**src/rtl/prime_generator.sv**
```systemverilog
// Sequential prime generator: sweeps candidates 2 .. 2^WIDTH-1 in ascending
// order, tests each by trial division (one divisor per clock) and emits every
// prime on a valid/ready stream. All outputs are registered, so prime_ready
// has no combinational path to prime_valid or prime_out.
//
//   state | meaning
//   ------+---------------------------------------------------------------
//   IDLE  | after reset, waiting for start
//   TEST  | trying divisor d against candidate c, one divisor per cycle
//   EMIT  | prime_out holds a prime, waiting for the consumer handshake
//   DONE  | sweep finished at c = 2^WIDTH-1; done is sticky until start
module prime_generator #(
    parameter int WIDTH = 8
) (
    input  logic             clk,
    input  logic             rst_n,
    input  logic             start,
    output logic [WIDTH-1:0] prime_out,
    output logic             prime_valid,
    input  logic             prime_ready,
    output logic             busy,
    output logic             done,
    output logic [WIDTH-1:0] prime_count
);

    typedef enum logic [1:0] {
        IDLE = 2'd0,
        TEST = 2'd1,
        EMIT = 2'd2,
        DONE = 2'd3
    } state_t;

    localparam logic [WIDTH-1:0] C_LAST = '1;
    localparam logic [WIDTH-1:0] D_INIT = WIDTH'(2);

    state_t             state;
    logic [WIDTH-1:0]   c;
    logic [WIDTH-1:0]   d;
    logic [2*WIDTH-1:0] d_sq;
    logic [2*WIDTH-1:0] c_wide;
    logic [WIDTH-1:0]   d_safe;
    logic [WIDTH-1:0]   c_rem;
    logic               c_is_last;

    // Divisor square at double width so d*d never overflows.
    assign d_sq      = {{WIDTH{1'b0}}, d} * {{WIDTH{1'b0}}, d};
    assign c_wide    = {{WIDTH{1'b0}}, c};
    // d is 0 only outside TEST, where the remainder is unused; avoid divide-by-zero.
    assign d_safe    = (d == '0) ? WIDTH'(1) : d;
    assign c_rem     = c % d_safe;
    assign c_is_last = (c == C_LAST);

    // Sweep FSM with registered outputs.
    always_ff @(posedge clk or negedge rst_n) begin
        if (!rst_n) begin
            state       <= IDLE;
            c           <= '0;
            d           <= '0;
            prime_out   <= '0;
            prime_valid <= 1'b0;
            busy        <= 1'b0;
            done        <= 1'b0;
            prime_count <= '0;
        end else begin
            case (state)
                IDLE, DONE: begin
                    if (start) begin
                        state       <= TEST;
                        c           <= D_INIT;
                        d           <= D_INIT;
                        prime_count <= '0;
                        done        <= 1'b0;
                        busy        <= 1'b1;
                    end
                end
                TEST: begin
                    if (d_sq > c_wide) begin
                        state       <= EMIT;
                        prime_out   <= c;
                        prime_valid <= 1'b1;
                    end else if (c_rem == '0) begin
                        if (c_is_last) begin
                            state <= DONE;
                            done  <= 1'b1;
                            busy  <= 1'b0;
                        end else begin
                            c <= c + 1'b1;
                            d <= D_INIT;
                        end
                    end else begin
                        d <= d + 1'b1;
                    end
                end
                EMIT: begin
                    if (prime_ready) begin
                        prime_valid <= 1'b0;
                        prime_count <= prime_count + 1'b1;
                        if (c_is_last) begin
                            state <= DONE;
                            done  <= 1'b1;
                            busy  <= 1'b0;
                        end else begin
                            state <= TEST;
                            c     <= c + 1'b1;
                            d     <= D_INIT;
                        end
                    end
                end
                default: state <= IDLE;
            endcase
        end
    end

endmodule

```
**config.mk**
```make
export PLATFORM = sky130hd
export DESIGN_NAME = prime_generator
export DESIGN_NICKNAME = d
export VERILOG_FILES = /design/src/rtl/prime_generator.sv
export SDC_FILE = /design/constraint.sdc
export NUM_CORES = 1
export LEC_CHECK = 0
export ABC_AREA = 1
export CORE_MARGIN = 1
export CORE_UTILIZATION = 40
export CTS_BUF_LIST = sky130_fd_sc_hd__clkbuf_4 sky130_fd_sc_hd__clkbuf_8 sky130_fd_sc_hd__clkbuf_16
export CTS_CLUSTER_SIZE = 10
export DETAILED_ROUTE_END_ITERATION = 12
export HOLD_SLACK_MARGIN = 0.12
export SKIP_CTS_REPAIR_TIMING = 1
export SLEW_MARGIN = 20
export SYNTH_ARGS = -nofsm -noshare
export SYNTH_HDL_FRONTEND = slang
export SYNTH_SLANG_ARGS = --single-unit
```
**constraint.sdc**
```tcl
create_clock -name clk -period 9.4 [get_ports clk]
set_input_delay 1.88 -clock clk [delete_from_list [all_inputs] [get_ports clk]]
set_output_delay 1.88 -clock clk [all_outputs]
set_load 0.005 [all_outputs]
```
==> results of run 1 <==
## registers in the layout, indices dropped and copies added, names as in the netlist
name and count:
c 8, d 8, prime_count 8, prime_out 8, state 2, busy 1
done 1, prime_valid 1
## worst max path at each step
stage	slack (ns)	start	depth (start not counted)	to
CTS	-0.37	d[0]	67	c[0]
global placement	-0.16	d[0]	65	c[1]
detailed placement	-0.32	d[0]	67	c[0]
finish	0.18	d[0]	70	c[0]
floorplan	0.002	d[1]	73	c[6]
global route	-0.46	d[0]	77	c[0]
## per-layer routing
metal	part of all wire, %	track usage, %	routed length [um]	vias to the layer above
met3	3.2	1.63	507	20
met4	1.5	1.63	236	0
met1	47	27.8	7460	2651
li1	-	-	-	2938
met2	49	34.0	7820	114
met5	0	0	0	-
## final cells by class
cell class                 instances  area, sq um  share of cell area [%]
clock buffer                       5          125                    1.55
tap                              184          230                    2.86
inverter                         134          518                    6.44
multi-input combinational        664         5340                    66.4
timing repair buffer             101          840                    10.4
clock inverter                     3         65.1                   0.809
sequential                        37          926                    11.5
## through the flow
step                      hold WS (ns)  util, %  TNS, ns  area [sq um]
after floorplan                  0.467        -        0          6070
after global placement           0.475     47.5    -2.41          6930
after detailed placement         0.475     47.5    -5.17          6930
after CTS                        0.489     48.8    -6.03          7120
after global routing             0.515     55.2    -8.54          8050
final                            0.486     55.2        0          8050
## cells in the mapped netlist, types with 4 or more instances
cell type  count
nand2_1      208
ha_1          82
inv_1        124
nand2_2        6
o21ai_2       13
nand3_2       12
clkbuf_1      17
or2_2          6
nor2_2         6
inv_2          9
fa_1          26
xor2_1        27
or2_1          4
dfrtp_1       37
nand4_1       11
o21ai_1       12
nand3_1       56
xnor2_1       15
a21oi_1       45
nor2_1        47
o21ai_0       37
nand2_4        4
nor3_1        17
## cell families (layout without fill, tap and decap cells)
kind of cell	after synthesis	after routing	share of synthesized area, %
flops	37	37	15.4
xor+xnor	42	42	6.12
compound gates	119	119	11.7
fa+ha+maj	108	108	25.7
simple gates	393	395	31.1
buf+inv	154	243	9.87
## critical path, delay by kind of cell, from the launching register on
kind / cells / cell delay [ns]
fa+ha+maj: 9 / 2.12
simple gates: 36 / 3.86
buf+inv: 12 / 0.89
compound gates: 12 / 1.69
xor+xnor: 1 / 0.16
flops: 1 / 0.38
==> flow_summary.yaml, run 1 <==
run_status:
  outcome: "finished clean"
setup_path:
  cp.required_ns: 9.57
  cp_max_fo: 8
  critPathKind: "reg -> reg"
  critPathSlowestCell: "dfrtp_1"
  crit_path_start_kind: "register"
  crit_path_frequent_cell: "nand2_2"
  max_stage_delay_ns: 0.38
  critPathCaptureType: "register"
  arrival_ns: 9.38
  r2r_slack_ns: 0.18
  r2r_cells: 70
  rr_endpoint: "c[0]"
  reg2reg_from: "d[0]"
global_route:
  grt_usage_pct: 19.7
  gr-total-overflow: 0
  grt_pass1_wl_um: 25800
  grt_pass1_vias: 5422
  grt_max_degree: 38
  grt_antenna_before_repair: 0
cts:
  cts_max_path_buffers: 2
  cts_root_buf: "clkbuf_16"
  h-tree-depth: 2
  path_clk_slew_ns: 0.06
  clkLatencyLatePin_ns: 0.28
  cts_tree: "built"
  cts_buffers: 5
  cts_sinks: 37
synth:
  syn_area_sq_um: 6010
  synth-edff-count: 0
  ys_types: 44
  synth_top_cell_by_area: "ha_1"
  ys_ff_latch: 37
  yosys_warnings: 0
  synth_top_area_share_pct: 17.1
  synth_ff_type: "dfrtp_1"
  async_reset_ff_share_pct: 100
  syn-instance-count: 853
  syn_nets: 965
  synthTopCellsByArea: "ha_1 17%, dfrtp_1 15%, nand2_1 13%"
  syn_avg_cell_area_sq_um: 7.04
  synth-seq-area-share_pct: 15.4
finish:
  drive_above_1_share_pct: 31.8
  final-instance-count-excl-fill: 1128
  antenna_cells: 0
  layout.nets: 1055
  final_common_cell: "nand2_1"
  final_cell_mix: "162 x nand2_1, 110 x inv_1, 73 x buf_4, 56 x ha_1, 49 x nand3_1"
  fillers: 1345
  area_growth_pct: 33.9
timing:
  timing.slew.headroom_pct: 22.6
  period_share_pct: 98.0
  skew_ns: 0.00642
  hold_violations: 0
  fin_crit_ns: 9.22
  worst_pin_slew_ns: 1.16
  rsz0062_at_grt: "yes"
  slew_viol_final: 0
  finalSetupViolCount: 0
  fin_ws_ns: 0.185
  max_freq_ghz: 0.109
floorplan:
  die_h_um: 125
  start_util_pct: 41.2
  die_width_um: 125
  die_area_sq_um: 15500
  core_sq_um: 14600
  pin_count: 23
  rows: 44
routing:
  routed_via_density: 5.07
  wl_um: 16000
  drc_errors: 0
  wire_per_inst_um: 14.2
  dr.first_iter.drc_count: 376
  first_pass_iters: 4
  ant_nets: 0
  vias: 5723
place:
  place_hpwl_um: 11900
  place.gp.congestion: 0.845
  dp_slack_ns: -0.323
  dp.cells: 1106
  port_buffers: 22
hold_path:
  holdPathStages: 2
  hp-class: "reg -> reg"
  hp-start: "prime_out[1]"
  min_to: "prime_out[1]"
job:
  cap_violations: 0
Power of run 1 is not shown: default switching activity piles up to over one toggle a cycle in this logic, so the estimate is an artifact.
==> run 2, diff against run 1 <==
- DONT_BUFFER_PORTS: unset -> 1
- REMOVE_ABC_BUFFERS: unset -> 1
==> run 2 against run 1 <==
Compared with the run above: register-to-register slack got worse by 0.14 ns; global-route usage grew 0.42 points; sequential share of layout area is 0.25 points lower; first-iteration DRC count decreased by 34%; setup slack got worse by 0.14 ns.
==> flow_summary.yaml, run 2 (synthesis gave the netlist of run 1 again) <==
floorplan:
  pin_count: 23
  die_width_um: 125
  die_h_um: 125
  start_util_pct: 41.2
  rows: 44
  die_area_sq_um: 15500
  core_sq_um: 14600
global_route:
  grt_usage_pct: 20.2
  grt_antenna_before_repair: 0
  grt_max_degree: 38
  gr-total-overflow: 0
  grt_pass1_wl_um: 26000
  grt_pass1_vias: 5484
job:
  cap_violations: 0
hold_path:
  hp-start: "state[1]"
  hp-class: "reg -> reg"
finish:
  final_common_cell: "nand2_1"
  regArea_sq_um: 926
  layout.nets: 1084
  final-instance-count-excl-fill: 1157
  final_cell_mix: "159 x nand2_1, 121 x buf_4, 112 x inv_1, 56 x ha_1, 44 x nor2_1"
  area_growth_pct: 36.9
  fillers: 1317
  antenna_cells: 0
  multi_input_area_sq_um: 5370
  drive_above_1_share_pct: 36.0
cts:
  cts_buffers: 5
  path_clk_slew_ns: 0.06
  cts_tree: "built"
  cts_root_buf: "clkbuf_16"
  cts_max_path_buffers: 2
  cts_sinks: 37
  clkLatencyLatePin_ns: 0.29
  h-tree-depth: 2
setup_path:
  max_stage_delay_ns: 0.40
  crit_path_frequent_cell: "nand2_2"
  reg2reg_from: "d[1]"
  cp_max_fo: 6
  critPathKind: "reg -> reg"
  arrival_ns: 9.53
  cp.required_ns: 9.58
  critPathSlowestCell: "dfrtp_1"
  startpoint: "d[1]"
  crit_path_start_kind: "register"
  critPathCaptureType: "register"
timing:
  timing.hold.ws_ns: 0.507
  hold_violations: 0
  timing.slew.headroom_pct: 28.8
  rsz0062_at_grt: "yes"
  fin_crit_ns: 9.35
  fin_ws_ns: 0.0480
  period_share_pct: 99.5
  worst_pin_slew_ns: 1.06
  slew_viol_final: 0
  max_freq_ghz: 0.107
  finalSetupViolCount: 0
  skew_ns: 0.00702
run_status:
  outcome: "finished clean"
place:
  dp_slack_ns: -0.675
  place.gp.congestion: 0.837
  dp.cells: 1127
  port_buffers: 0
  place_hpwl_um: 12000
routing:
  wl_um: 16600
  wire_per_inst_um: 14.4
  routed_via_density: 5.10
  ant_nets: 0
  dr.first_iter.drc_count: 247
  drc_errors: 0
  vias: 5902
  first_pass_iters: 4
run 2: metal layers:
metal | wire length (um) | up-vias | track usage (%)
met4 | 316 | 0 | 4.39
met3 | 529 | 31 | 2.53
met5 | 0 | - | 0
met1 | 7440 | 2787 | 26.8
li1 | - | 2987 | -
met2 | 8370 | 97 | 34.7
run 2: final cells by class:
cell class	count	share of cell area (%)
multi-input cells	663	65.3
repair buffers	131	12.5
flip-flops and latches	37	11.3
inverters	134	6.33
well taps	184	2.80
clock buffers	5	1.52
clock inverters	3	0.259
run 2: through the flow:
stage                     cell area (sq um)  utilization (%)  TNS [ns]
after floorplan                        5920                -     -4.88
after global placement                 6990             47.9     -9.91
after detailed placement               6990             47.9    -12.32
after CTS                              7140             48.9    -13.28
after global routing                   8220             56.4     -9.09
final                                  8220             56.4         0
run 2: final timing paths:
kind / end / slack (ns) / cells past startpoint
worst max register to register: d[5] / 0.05 / 72
max in group asynchronous: prime_out[2] / 8.02 / 0
worst min-delay path: state[1] / 0.51 / 2
min in group asynchronous: prime_out[6] / 1.29 / 0
worst min register to register: state[1] / 0.51 / 2
worst max-delay path: d[5] / 0.05 / 72
run 2: critical path, delay by kind of cell (launching register included):
family                   cells  cell delay (ns)
XOR/XNOR                     1             0.18
AND/OR/NAND/NOR             39             3.86
AO/OA/AOI/OAI               12             1.88
flip-flops                   1             0.40
adder cells (fa/ha/maj)      9             2.10
buffers and inverters       11             0.81
Power of run 2 is left out for the same reason.
==> run 3, diff against run 2 <==
- CTS_CLUSTER_DIAMETER: unset -> 50
- clock period: 9.4 -> 11 ns (I/O delays scaled with it)
==> run 3 against run 2 <==
Compared with the run above: non-clock buffer count down 111; die area unchanged; hold slack better by 0.0022 ns; maximum frequency down 9.1%; flip-flop and latch count unchanged; setup slack better by 0.66 ns; final cell count down 9.6%; utilization down 11 points; critical path depth unchanged; global-route usage down 1.2 points; critical endpoint is now done; highest routed layer unchanged.
==> flow_summary.yaml, run 3 (synthesis gave the netlist of run 1 again) <==
routing:
  routed_via_density: 5.05
  first_pass_iters: 5
  drc_errors: 0
  dr.first_iter.drc_count: 222
  wire_per_inst_um: 14.1
  vias: 5283
  wl_um: 14700
  ant_nets: 0
hold_path:
  hp-class: "reg -> reg"
cts:
  cts_sinks: 37
  clkLatencyLatePin_ns: 0.28
  cts_tree: "built"
  cts_root_buf: "clkbuf_16"
  cts_buffers: 5
  h-tree-depth: 2
  cts_max_path_buffers: 2
  path_clk_slew_ns: 0.06
floorplan:
  pin_count: 23
  rows: 44
  core_sq_um: 14600
  die_width_um: 125
  start_util_pct: 41.2
  die_h_um: 125
  die_area_sq_um: 15500
timing:
  setup_tns_ns: 0
  max_freq_ghz: 0.0972
  worst_pin_slew_ns: 0.706
  timing.slew.headroom_pct: 52.9
  finalSetupViolCount: 0
  hold_violations: 0
  skew_ns: 0.00826
  slew_viol_final: 0
  fin_crit_ns: 10.29
  period_share_pct: 93.6
finish:
  final_cell_mix: "206 x nand2_1, 123 x inv_1, 76 x ha_1, 55 x nand3_1, 44 x nor2_1"
  drive_above_1_share_pct: 14.8
  area_growth_pct: 10.5
  final_common_cell: "nand2_1"
  layout.nets: 973
  antenna_cells: 0
global_route:
  grt_max_degree: 38
  gr-total-overflow: 0
  grt_antenna_before_repair: 0
  grt_pass1_wl_um: 24600
  grt_usage_pct: 18.9
  grt_pass1_vias: 5123
place:
  place_hpwl_um: 11500
  port_buffers: 0
  place.gp.congestion: 0.828
setup_path:
  cp_max_fo: 9
  crit_path_frequent_cell: "nand2_1"
  critPathCaptureType: "register"
  cp_num_buf_inv: 12
  critPathKind: "reg -> reg"
  arrival_ns: 10.50
  max_stage_delay_ns: 0.41
  cp.required_ns: 11.20
  crit_path_start_kind: "register"
  critPathSlowestCell: "dfrtp_1"
  cpLargestDelayFamily: "simple AND/OR/NAND/NOR gates"
job:
  cap_violations: 0
run_status:
  outcome: "finished clean"
run 3: cell types whose count changed in the layout (fill, tap and decap cells not counted), moves of 11 or more:
cell     change
nand2_4     -12
nand2_1     +47
nand2_2     -35
ha_1        +20
inv_1       +11
nand3_1     +14
buf_4      -101
ha_4        -20
run 3: path summary, 6_finish.rpt:
check                      endpoint  cells past startpoint  slack [ns]      from
max                            done                     72        0.71      d[7]
min                        state[1]                      2        0.51  state[1]
max reg2reg                    done                     72        0.71      d[7]
min reg2reg                state[1]                      2        0.51  state[1]
max in group asynchronous      c[7]                      0        9.30     rst_n
min in group asynchronous      d[7]                      0        1.61     rst_n
run 3: final cells by class:
| type | instances | area, sq um |
|---|---|---|
| Inverter | 134 | 514 |
| Timing Repair Buffer | 20 | 150 |
| Multi-Input combinational cell | 663 | 4670 |
| Clock inverter | 3 | 21.3 |
| Sequential cell | 37 | 927 |
| Tap cell | 184 | 230 |
| Clock buffer | 5 | 125 |
| Fill cell | 1504 | 7950 |
run 3: routing by layer:
metal	vias to the layer above	track usage [%]	wire length, um
met5	-	0	0
met4	0	3.83	227
met3	17	2.49	395
met2	69	31.0	6840
met1	2434	26.6	7240
li1	2763	-	-
run 3: worst min-delay path, stage by stage (launching register included):
cell and delay, ns:
dfrtp_1 0.37, nand2_1 0.06, nand2_1 0.05
run 3: through the flow:
| step | utilization, % | instances | hold WS [ns] | worst slack (ns) | instance area (sq um) |
|---|---|---|---|---|---|
| after global routing | 45.5 | 1046 | 0.549 | -0.0910 | 6640 |
| after CTS | 43.6 | 1033 | 0.515 | 0.0517 | 6360 |
| after floorplan | - | 833 | 0.467 | 1.27 | 5920 |
| final | 45.5 | 1046 | 0.509 | 0.708 | 6640 |
| after global placement | 42.6 | 1025 | 0.498 | 0.238 | 6210 |
| after detailed placement | 42.6 | 1025 | 0.500 | 0.0997 | 6210 |
Power of run 3 is left out for the same reason.
